`src/rtl/atconv_param.sv`:
```
// atconv_param
//   Dilated (atrous) 3x3 convolution engine with bias, ReLU and an optional
//   2x2 stride-2 max-pool whose result is rounded up to an integer.
//   Layer 0 (conv+ReLU) is written to bank csel=0 in raster order; layer 1
//   (pooled, ceil) is then written to bank csel=1.
//
// Build option: define ATCONV_POOL_EN to build the pooling layer. Without it
//   the run ends after layer 0, csel/crd/caddr_rd are tied to 0.
//
// Ports
//   clk       rising-edge clock
//   reset     asynchronous active-high reset
//   ready     start request, sampled only while idle
//   busy      high from run start until after the last write
//   iaddr     image read address (row*IMG_W+col); idata valid one cycle later
//   idata     image sample, signed fixed point with FRAC fraction bits
//   cwr       local memory write strobe (single-cycle pulse)
//   caddr_wr  local memory write address
//   cdata_wr  local memory write data
//   crd       local memory read strobe (single-cycle pulse)
//   caddr_rd  local memory read address; cdata_rd valid one cycle later
//   cdata_rd  local memory read data
//   csel      bank select: 0 = layer 0, 1 = layer 1
module atconv_param #(
    parameter int IMG_W    = 64,
    parameter int DW       = 13,
    parameter int FRAC     = 4,
    parameter int DIL      = 2,
    parameter int BIAS_MAG = 12,
    localparam int AW      = 2 * $clog2(IMG_W)
) (
    input  logic          clk,
    input  logic          reset,
    input  logic          ready,
    output logic          busy,
    output logic [AW-1:0] iaddr,
    input  logic [DW-1:0] idata,
    output logic          cwr,
    output logic [AW-1:0] caddr_wr,
    output logic [DW-1:0] cdata_wr,
    output logic          crd,
    output logic [AW-1:0] caddr_rd,
    input  logic [DW-1:0] cdata_rd,
    output logic          csel
);
    localparam int LW  = AW / 2;
    localparam int ACW = DW + 3;
    localparam logic [AW-1:0]         LAST_PIX = '1;
    localparam logic signed [LW+1:0]  DIL_S    = (LW+2)'(DIL);
    localparam logic signed [LW+1:0]  EDGE_S   = (LW+2)'(IMG_W - 1);
    localparam logic signed [ACW-1:0] BIAS_S   = ACW'(BIAS_MAG);
    localparam logic signed [ACW-1:0] SAT_S    = ACW'((1 << (DW - 1)) - 1);

    typedef enum logic [2:0] {
        S_IDLE,
        S_FETCH,
        S_CONV,
        S_WR0,
`ifdef ATCONV_POOL_EN
        S_POOL,
        S_WR1,
`endif
        S_DONE
    } state_t;

    state_t                state_q, state_d;
    logic                  busy_q, busy_d;
    logic [AW-1:0]         pix_q, pix_d;
    logic [3:0]            tap_q, tap_d;
    logic signed [ACW-1:0] acc_q, acc_d;
    logic [AW-1:0]         iaddr_q, iaddr_d;
    logic                  cwr_q, cwr_d;
    logic [AW-1:0]         caddr_wr_q, caddr_wr_d;
    logic [DW-1:0]         cdata_wr_q, cdata_wr_d;

    // Offset one coordinate by -DIL/0/+DIL and clamp to the image (replicate padding).
    function automatic logic [LW-1:0] clamp_off(input logic [LW-1:0] base, input logic [1:0] sel);
        logic signed [LW+1:0] v;
        logic [LW-1:0]        r;
        v = signed'({2'b00, base});
        if (sel == 2'd0) v = v - DIL_S;
        else if (sel == 2'd2) v = v + DIL_S;
        if (v[LW+1]) r = '0;
        else if (v > EDGE_S) r = '1;
        else r = v[LW-1:0];
        return r;
    endfunction

    // Tap k in row-major order, top-left first.
    function automatic logic [AW-1:0] tap_addr(input logic [AW-1:0] pix, input logic [3:0] k);
        logic [1:0] rs, cs;
        case (k)
            4'd0:    {rs, cs} = 4'b0000;
            4'd1:    {rs, cs} = 4'b0001;
            4'd2:    {rs, cs} = 4'b0010;
            4'd3:    {rs, cs} = 4'b0100;
            4'd4:    {rs, cs} = 4'b0101;
            4'd5:    {rs, cs} = 4'b0110;
            4'd6:    {rs, cs} = 4'b1000;
            4'd7:    {rs, cs} = 4'b1001;
            default: {rs, cs} = 4'b1010;
        endcase
        return {clamp_off(pix[AW-1:LW], rs), clamp_off(pix[LW-1:0], cs)};
    endfunction

    // Weighted contribution: centre +1, L/R -1/4, T/B -1/8, corners -1/16 (floor shifts).
    function automatic logic signed [ACW-1:0] tap_term(input logic [DW-1:0] d, input logic [3:0] k);
        logic signed [ACW-1:0] x;
        logic signed [ACW-1:0] t;
        x = signed'({{3{d[DW-1]}}, d});
        case (k)
            4'd4:       t = x;
            4'd3, 4'd5: t = -(x >>> 2);
            4'd1, 4'd7: t = -(x >>> 3);
            default:    t = -(x >>> 4);
        endcase
        return t;
    endfunction

    logic signed [ACW-1:0] conv_res;
    logic [DW-1:0]         relu_val;

    always_comb begin
        conv_res = acc_q - BIAS_S;
        if (conv_res[ACW-1]) relu_val = '0;
        else if (conv_res > SAT_S) relu_val = SAT_S[DW-1:0];
        else relu_val = conv_res[DW-1:0];
    end

`ifdef ATCONV_POOL_EN
    localparam logic [DW-1:0]   ONE_F     = DW'(1 << FRAC);
    localparam logic [DW-1:0]   FMASK     = DW'((1 << FRAC) - 1);
    localparam logic [AW-3:0]   LAST_POOL = '1;

    logic          csel_q, csel_d;
    logic          crd_q, crd_d;
    logic [AW-1:0] caddr_rd_q, caddr_rd_d;
    logic [AW-3:0] pool_q, pool_d;
    logic [2:0]    pstep_q, pstep_d;
    logic [DW-1:0] max_q, max_d;
    logic [DW-1:0] mx_new, ceil_val;

    // Window element s: s[1] selects row 2r+1, s[0] selects column 2c+1.
    function automatic logic [AW-1:0] pool_addr(input logic [AW-3:0] idx, input logic [1:0] s);
        return {idx[AW-3:LW-1], s[1], idx[LW-2:0], s[0]};
    endfunction

    // Read s returns on step s+1; step 1 seeds the running max.
    always_comb begin
        if (pstep_q == 3'd1 || $signed(cdata_rd) > $signed(max_q)) mx_new = cdata_rd;
        else mx_new = max_q;
        if (mx_new[FRAC-1:0] != '0) ceil_val = (mx_new + ONE_F) & ~FMASK;
        else ceil_val = mx_new;
    end

    assign csel     = csel_q;
    assign crd      = crd_q;
    assign caddr_rd = caddr_rd_q;
`else
    logic unused_rd;
    assign unused_rd = (^cdata_rd) ^ (FRAC > 0);
    assign csel      = 1'b0;
    assign crd       = 1'b0;
    assign caddr_rd  = '0;
`endif

    always_comb begin
        state_d    = state_q;
        busy_d     = busy_q;
        pix_d      = pix_q;
        tap_d      = tap_q;
        acc_d      = acc_q;
        iaddr_d    = iaddr_q;
        cwr_d      = 1'b0;
        caddr_wr_d = caddr_wr_q;
        cdata_wr_d = cdata_wr_q;
`ifdef ATCONV_POOL_EN
        csel_d     = 1'b0;
        crd_d      = 1'b0;
        caddr_rd_d = caddr_rd_q;
        pool_d     = pool_q;
        pstep_d    = pstep_q;
        max_d      = max_q;
`endif
        case (state_q)
            S_IDLE: begin
                if (ready) begin
                    busy_d  = 1'b1;
                    state_d = S_FETCH;
                    tap_d   = '0;
                    iaddr_d = tap_addr(pix_q, 4'd0);
                end
            end
            // Cycle t presents tap t; its sample arrives at cycle t+1, so the
            // accumulator is cleared at t=0 and collects taps on t=1..9.
            S_FETCH: begin
                if (tap_q == 4'd0) acc_d = '0;
                else acc_d = acc_q + tap_term(idata, tap_q - 4'd1);
                if (tap_q < 4'd8) iaddr_d = tap_addr(pix_q, tap_q + 4'd1);
                if (tap_q == 4'd9) begin
                    tap_d   = '0;
                    state_d = S_CONV;
                end else begin
                    tap_d = tap_q + 4'd1;
                end
            end
            S_CONV: begin
                cdata_wr_d = relu_val;
                caddr_wr_d = pix_q;
                cwr_d      = 1'b1;
                state_d    = S_WR0;
            end
            S_WR0: begin
                pix_d = pix_q + AW'(1);
                if (pix_q == LAST_PIX) begin
`ifdef ATCONV_POOL_EN
                    state_d    = S_POOL;
                    pstep_d    = '0;
                    crd_d      = 1'b1;
                    caddr_rd_d = pool_addr(pool_q, 2'd0);
`else
                    state_d = S_DONE;
`endif
                end else begin
                    state_d = S_FETCH;
                    iaddr_d = tap_addr(pix_q + AW'(1), 4'd0);
                end
            end
`ifdef ATCONV_POOL_EN
            S_POOL: begin
                if (pstep_q != 3'd0) max_d = mx_new;
                if (pstep_q < 3'd3) begin
                    crd_d      = 1'b1;
                    caddr_rd_d = pool_addr(pool_q, pstep_q[1:0] + 2'd1);
                end
                if (pstep_q == 3'd4) begin
                    pstep_d    = '0;
                    state_d    = S_WR1;
                    cwr_d      = 1'b1;
                    csel_d     = 1'b1;
                    caddr_wr_d = {2'b00, pool_q};
                    cdata_wr_d = ceil_val;
                end else begin
                    pstep_d = pstep_q + 3'd1;
                end
            end
            S_WR1: begin
                pool_d = pool_q + (AW-2)'(1);
                if (pool_q == LAST_POOL) begin
                    state_d = S_DONE;
                end else begin
                    state_d    = S_POOL;
                    pstep_d    = '0;
                    crd_d      = 1'b1;
                    caddr_rd_d = pool_addr(pool_q + (AW-2)'(1), 2'd0);
                end
            end
`endif
            S_DONE: begin
                busy_d  = 1'b0;
                pix_d   = '0;
`ifdef ATCONV_POOL_EN
                pool_d  = '0;
`endif
                state_d = S_IDLE;
            end
            default: state_d = S_IDLE;
        endcase
    end

    always_ff @(posedge clk or posedge reset) begin
        if (reset) begin
            state_q    <= S_IDLE;
            busy_q     <= 1'b0;
            pix_q      <= '0;
            tap_q      <= '0;
            acc_q      <= '0;
            iaddr_q    <= '0;
            cwr_q      <= 1'b0;
            caddr_wr_q <= '0;
            cdata_wr_q <= '0;
        end else begin
            state_q    <= state_d;
            busy_q     <= busy_d;
            pix_q      <= pix_d;
            tap_q      <= tap_d;
            acc_q      <= acc_d;
            iaddr_q    <= iaddr_d;
            cwr_q      <= cwr_d;
            caddr_wr_q <= caddr_wr_d;
            cdata_wr_q <= cdata_wr_d;
        end
    end

`ifdef ATCONV_POOL_EN
    always_ff @(posedge clk or posedge reset) begin
        if (reset) begin
            csel_q     <= 1'b0;
            crd_q      <= 1'b0;
            caddr_rd_q <= '0;
            pool_q     <= '0;
            pstep_q    <= '0;
            max_q      <= '0;
        end else begin
            csel_q     <= csel_d;
            crd_q      <= crd_d;
            caddr_rd_q <= caddr_rd_d;
            pool_q     <= pool_d;
            pstep_q    <= pstep_d;
            max_q      <= max_d;
        end
    end
`endif

    assign busy     = busy_q;
    assign iaddr    = iaddr_q;
    assign cwr      = cwr_q;
    assign caddr_wr = caddr_wr_q;
    assign cdata_wr = cdata_wr_q;

endmodule

```
`config.mk`:
```
export PLATFORM = sky130hd
export DESIGN_NAME = atconv_param
export DESIGN_NICKNAME = d
export VERILOG_FILES = /design/src/rtl/atconv_param.sv
export SDC_FILE = /design/constraint.sdc
export NUM_CORES = 1
export LEC_CHECK = 0
export BUFFER_PORTS_ARGS = -buffer_cell sky130_fd_sc_hd__clkbuf_2
export CORE_MARGIN = 5
export CORE_UTILIZATION = 45
export DETAILED_ROUTE_END_ITERATION = 8
export GPL_ROUTABILITY_DRIVEN = 0
export PLACE_DENSITY = 0.7
export SLEW_MARGIN = 20
export SYNTH_ARGS = -nofsm -noshare
export SYNTH_HDL_FRONTEND = slang
export SYNTH_SLANG_ARGS = --single-unit
```
`constraint.sdc`:
```
create_clock -name clk -period 10.45 [get_ports clk]
set_input_delay 1.045 -clock clk [delete_from_list [all_inputs] [get_ports clk]]
set_output_delay 1.045 -clock clk [all_outputs]
set_load 0.1 [all_outputs]
```
==> results.toml, run 1 <==
[run_status]
status = "complete, no violations"

[place]
dpl.hpwl_mm = 11.5
place_ws_ns = 5.53
post-place-cells = 974
io_buffers = 54

[grt]
track_usage_pct = 19.2
grt_pass1_wl_mm = 26.2
grt_pass1_vias = 5262
antenna_found_initial = 0
grt.overflow.total = 0
grt_start_max_net_pins = 75

[synthesis]
synth_area_leaders = "dfrtp_1 30%, ha_1 7.2%, nand2_1 6.4%"
yosysTopAreaCell = "dfrtp_1"
netlist.area_leader.share_pct = 29.7
yosysSeqAreaShare_pct = 29.7
ys_ff_latch = 74
synth-main-ff-cell = "dfrtp_1"
synth_cells = 787
synth_compound_area_share_pct = 23.6
synth-adder-area-share_pct = 7.56
synth-simple-area-share_pct = 21.9
syn_area_sq_mm = 0.00622
async_reset_ff_share_pct = 100
yosysUniqueCellTypes = 82
synth_top_family_by_area = "compound AO/OA/AOI/OAI gates"
synth-xor-area-share_pct = 8.86
ys_warn_count = 0
synthMuxAreaShare_pct = 1.33
synth_edf_count = 0
synth_area_per_cell_sq_um = 7.91

[cts]
h-tree-depth = 3
post_cts_resized = 0
cts_setup_buffers = 0
cts_buffer_depth = 2
clkSinkCount = 74
cts-hold-fix-buffers = 0
tritoncts = "yes"
root_buffer = "clkbuf_16"
clk_latency_ns = 0.33
cts-buffers-inserted = 9
clkTransAtPathRegs_ns = 0.06

[critical_path]
r2r_cells = 18
crit_path_start_kind = "primary input"
endpoint_kind = "flop"
rr_endpoint = "acc_q[10]"
rrSetupSlack_ns = 5.92
r2r_start = "tap_q[0]"
arrival_ns = 4.84
crit_type = "primary input to flop"
required_ns = 10.71
cp_max_fo = 7

[finish]
fin_util_pct = 49.7
fin_cells = 989
syn_to_final_growth_pct = 9.49
nets = 871
n_fill_cell = 1344
antenna_cells = 0
drive_gt1_share_pct = 11.6
final_common_cell = "nand2_1"
multiInputGateArea_sq_mm = 0.00399
ff_latch_area_sq_mm = 0.00185
most-common-layout-cells = "106 x nand2_1, 74 x dfrtp_1, 72 x nor2_1, 54 x clkbuf_2, 49 x a21oi_1"

[floorplan]
coreArea_sq_mm = 0.0137
chipWidth_um = 128
num_rows = 43
num_io_pins = 82
start_util_pct = 45.4
die_y_um = 128
dieArea_sq_mm = 0.0163

[hold_path]
holdPathEnd = "caddr_wr[4]"
min_from = "caddr_wr[4]"
hold_path_class = "flop to flop"
holdPathStages = 2

[timing]
slew_headroom_pct = 36.7
hold_violations = 0
grt_setup_unrepaired = "no"
min_period_ns = 4.59
setup_tns_ns = 0
skew_ns = 0.00882
fin_ws_ns = 5.86
max_freq_mhz = 218
setup_viol = 0
drv_slew = 0
tightest_slew_ns = 0.941
finalCritPeriodShare_pct = 43.9

[route]
drt_iter0_markers = 536
vias = 5722
wl_per_cell_um = 15.9
first_pass_iters = 7
wl_mm = 15.7
ant_nets = 0
vias_per_cell = 5.79
drc_errors = 0

[pwr]
p_total_w = 0.00131
ir_drop_mv = 0.133
power_density_mw_per_mm2 = 192
power_leakage_nw = 2.85

[run]
maxCapViolations = 0
-- routing by layer --
layer  global-route usage, %  vias to the layer above  wire length [um]
met5                       0                        -                 0
met4                    5.49                        0               221
met3                    2.26                       19               696
met2                    31.2                      153              7550
met1                    27.0                     2737              7250
li1                        -                     2813                 -
-- registers in the layout (all words and copies together) (netlist names) --
signal and cells:
tap_q 4, state_q 3, cwr 1, cdata_wr 13, busy 1, acc_q 16, caddr_wr 12, iaddr 12
pix_q 12
-- worst max path at each step --
stage,from,end,slack (ns),cells after the start
after floorplan,idata[4],acc_q[15],5.95,16
after global placement,idata[4],acc_q[15],5.56,16
after detailed placement,idata[4],acc_q[15],5.53,16
after CTS,idata[4],acc_q[15],5.86,16
after global routing,tap_q[0],acc_q[10],5.45,18
final,idata[4],acc_q[15],5.86,16
-- cell type report --
class	instances	area share, %
clock buffer	10	3.51
tap	180	3.30
multi-input combinational	628	58.5
inverter	33	1.84
clock inverter	5	1.16
sequential	74	27.2
timing repair buffer	59	4.52
-- worst max-delay path, stage by stage --
cell       delay [ns]
clkbuf_2         0.15
inv_1            0.12
ha_1             0.27
or3b_4           0.45
nor4b_4          0.39
nand2_2          0.09
o2bb2ai_2        0.15
a221o_1          0.34
ha_1             0.35
nand3_1          0.14
nor3_1           0.06
a211o_1          0.32
a21oi_1          0.35
a21o_1           0.18
or3b_1           0.34
nand4_1          0.09
-- where the power goes --
group          total (W)  switching (W)  internal [W]
registers       0.000416      0.0000739      0.000342
clock network   0.000330       0.000117      0.000214
logic           0.000564       0.000402      0.000162
total            0.00131       0.000593      0.000718
-- metrics by stage --
stage / cell area (sq um) / hold slack [ns]
2_1_floorplan: 6270 / 0.499
3_3_place_gp: 6500 / 0.459
3_5_place_dp: 6500 / 0.470
4_1_cts: 6820 / 0.484
5_1_grt: 6820 / 0.503
6_report: 6820 / 0.481
-- Yosys cell counts (all sizes together), types with 4 or more instances --
cell type	number
a211oi	6
a21o	8
a21oi	50
a222oi	7
a22o	5
a311oi	4
a31oi	12
a41oi	4
and2	4
buf	20
clkbuf	45
dfrtp	74
ha	36
inv	31
mux2i	6
nand2	107
nand2b	6
nand3	30
nand3b	4
nand4	10
nor2	73
nor2b	5
nor3	20
nor3b	8
o21a	6
o21ai	63
o31ai	4
o32ai	4
or3	4
xnor2	32
xor2	31
-- cells by family (layout without fill, tap and decap cells) --
logic type                 Yosys count  count (layout)
AOI/OAI and AO/OA                  218             218
and+or+nand+nor                    288             288
muxes                                8               8
xor gates and xnor gates            63              63
buffers and inverters               98             107
adders and majority gates           37              37
other                                1              14
DFF                                 74              74
Note: power is estimated with default switching activity, not from simulation.
==> inputs of run 2 (changes only) <==
clock period = 4.6 ns   (was 10.45 ns; I/O delays follow)
==> results.toml, run 2 (synthesized netlist as in run 1, its figures left out) <==
[place]
dpl.hpwl_mm = 11.8
io_buffers = 54
dpl_cell_area_sq_mm = 0.00657
place_ws_ns = 0.422
post-place-cells = 983

[timing]
max_freq_mhz = 241
min_period_ns = 4.14
setup_viol = 0
setup_tns_ns = 0
slew_headroom_pct = 37.7
fin_ws_ns = 0.459
grt_setup_unrepaired = "no"
finalCritPeriodShare_pct = 90.0
hold_violations = 0
skew_ns = 0.00456
drv_slew = 0
tightest_slew_ns = 0.926

[route]
wl_per_cell_um = 16.0
drc_errors = 0
ant_nets = 0
first_pass_iters = 7
wl_mm = 16.0
vias_per_cell = 5.76
vias = 5751
drt_iter0_markers = 572

[hold_path]
hold_path_class = "primary input to async pin"

[floorplan]
coreArea_sq_mm = 0.0137
chipWidth_um = 128
start_util_pct = 45.4
num_io_pins = 82
die_y_um = 128
num_rows = 43
dieArea_sq_mm = 0.0163

[grt]
grt.overflow.total = 0
track_usage_pct = 19.8
grt_pass1_wl_mm = 26.9
antenna_found_initial = 0
grt_pass1_vias = 5389
grt_start_max_net_pins = 42

[cts]
post_cts_resized = 0
clkTransAtPathRegs_ns = 0.06
tritoncts = "yes"
clk_latency_ns = 0.34
cts_buffer_depth = 2
root_buffer = "clkbuf_16"
cts-hold-fix-buffers = 0
clkSinkCount = 74
cts_setup_buffers = 0
h-tree-depth = 3
cts-buffers-inserted = 9

[finish]
fin_cells = 999
design_area_sq_mm = 0.00691
regMostFlops = "acc_q"
nets = 880
most-common-layout-cells = "106 x nand2_1, 74 x dfrtp_1, 72 x nor2_1, 54 x clkbuf_2, 49 x a21oi_1"
n_fill_cell = 1292
largest_reg_flops = 16
drive_gt1_share_pct = 12.5
syn_to_final_growth_pct = 11.0
final_common_cell = "nand2_1"
antenna_cells = 0

[pwr]
power_leakage_nw = 2.91
p_total_w = 0.00307
p_sw_w = 0.00136
sw_frac_of_total_pct = 44.4
clkPwrFrac_pct = 26.7
p_int_w = 0.00171
seq_power_share_pct = 30.8
p_comb_share_pct = 42.5
power_density_mw_per_mm2 = 444
ir_drop_mv = 0.325

[critical_path]
cp_max_fo = 12
crit_path_start_kind = "flop"
endpoint_kind = "flop"
arrival_ns = 4.41
cp_num_buf_inv = 4
critPathMaxStageDelay_ns = 0.47
critical_path.top_delay_family = "compound AO/OA/AOI/OAI gates"
cp_cell_sequence = "inv_1, ha_1, mux2i_1, o32ai_1, buf_4, a222oi_1, a21oi_1, ha_1, inv_1, fa_1, nand3b_1, a21o_1, a21oi_1, o21a_1, o41ai_1, buf_4, or4_1, nand3_1"
required_ns = 4.87
crit_path_top_delay_cell = "or4_1"
crit_type = "flop to flop"

[run]
maxCapViolations = 0

[run_status]
status = "complete, no violations"
## run 2: cell count changes in the layout (fill, tap and decap cells not counted)
cell / previous run / this run
buf_4: 5 / 14
clkbuf_1: 0 / 2
clkinv_2: 3 / 1
bufinv_16: 2 / 3
## run 2: final timing paths
kind	cells past startpoint	slack, ns	end	from
max in group asynchronous	3	3.52	iaddr[7]	reset
max	18	0.46	acc_q[14]	tap_q[1]
max reg2reg	18	0.46	acc_q[14]	tap_q[1]
min	2	0.15	cdata_wr[12]	reset
min in group clk	3	0.47	busy	ready
min reg2reg	2	0.47	caddr_wr[3]	caddr_wr[3]
## run 2: layout make-up
type                       instances  area, sq um  area share, %
sequential                        74         1850           26.8
tap                              180          225           3.26
clock inverter                     4         98.8           1.43
timing repair buffer              68          375           5.43
clock buffer                      12          246           3.57
inverter                          33          125           1.81
multi-input combinational        628         3990           57.7
## run 2: per-layer routing
metal	global-route usage [%]	vias to the layer above	part of all wire [%]
met5	0	-	0
met3	2.72	26	5.8
met1	28.4	2729	46
li1	-	2829	-
met2	30.9	167	46
met4	6.43	0	1.9
## run 2: metrics by stage
stage	hold slack, ns	util (%)
after global routing	0.220	50.4
after CTS	0.175	50.4
after floorplan	0.499	-
after detailed placement	0.463	47.9
after global placement	0.459	47.9
final	0.153	50.4
## run 2: power by group through the flow
stage	logic, W	clock network [W]	registers, W
2_1_floorplan	0.000707	0	0.00129
3_3_place_gp	0.00128	0	0.000949
3_5_place_dp	0.00130	0	0.000953
4_1_cts	0.00131	0.000831	0.000942
5_1_grt	0.00142	0.000854	0.000964
6_report	0.00131	0.000819	0.000945
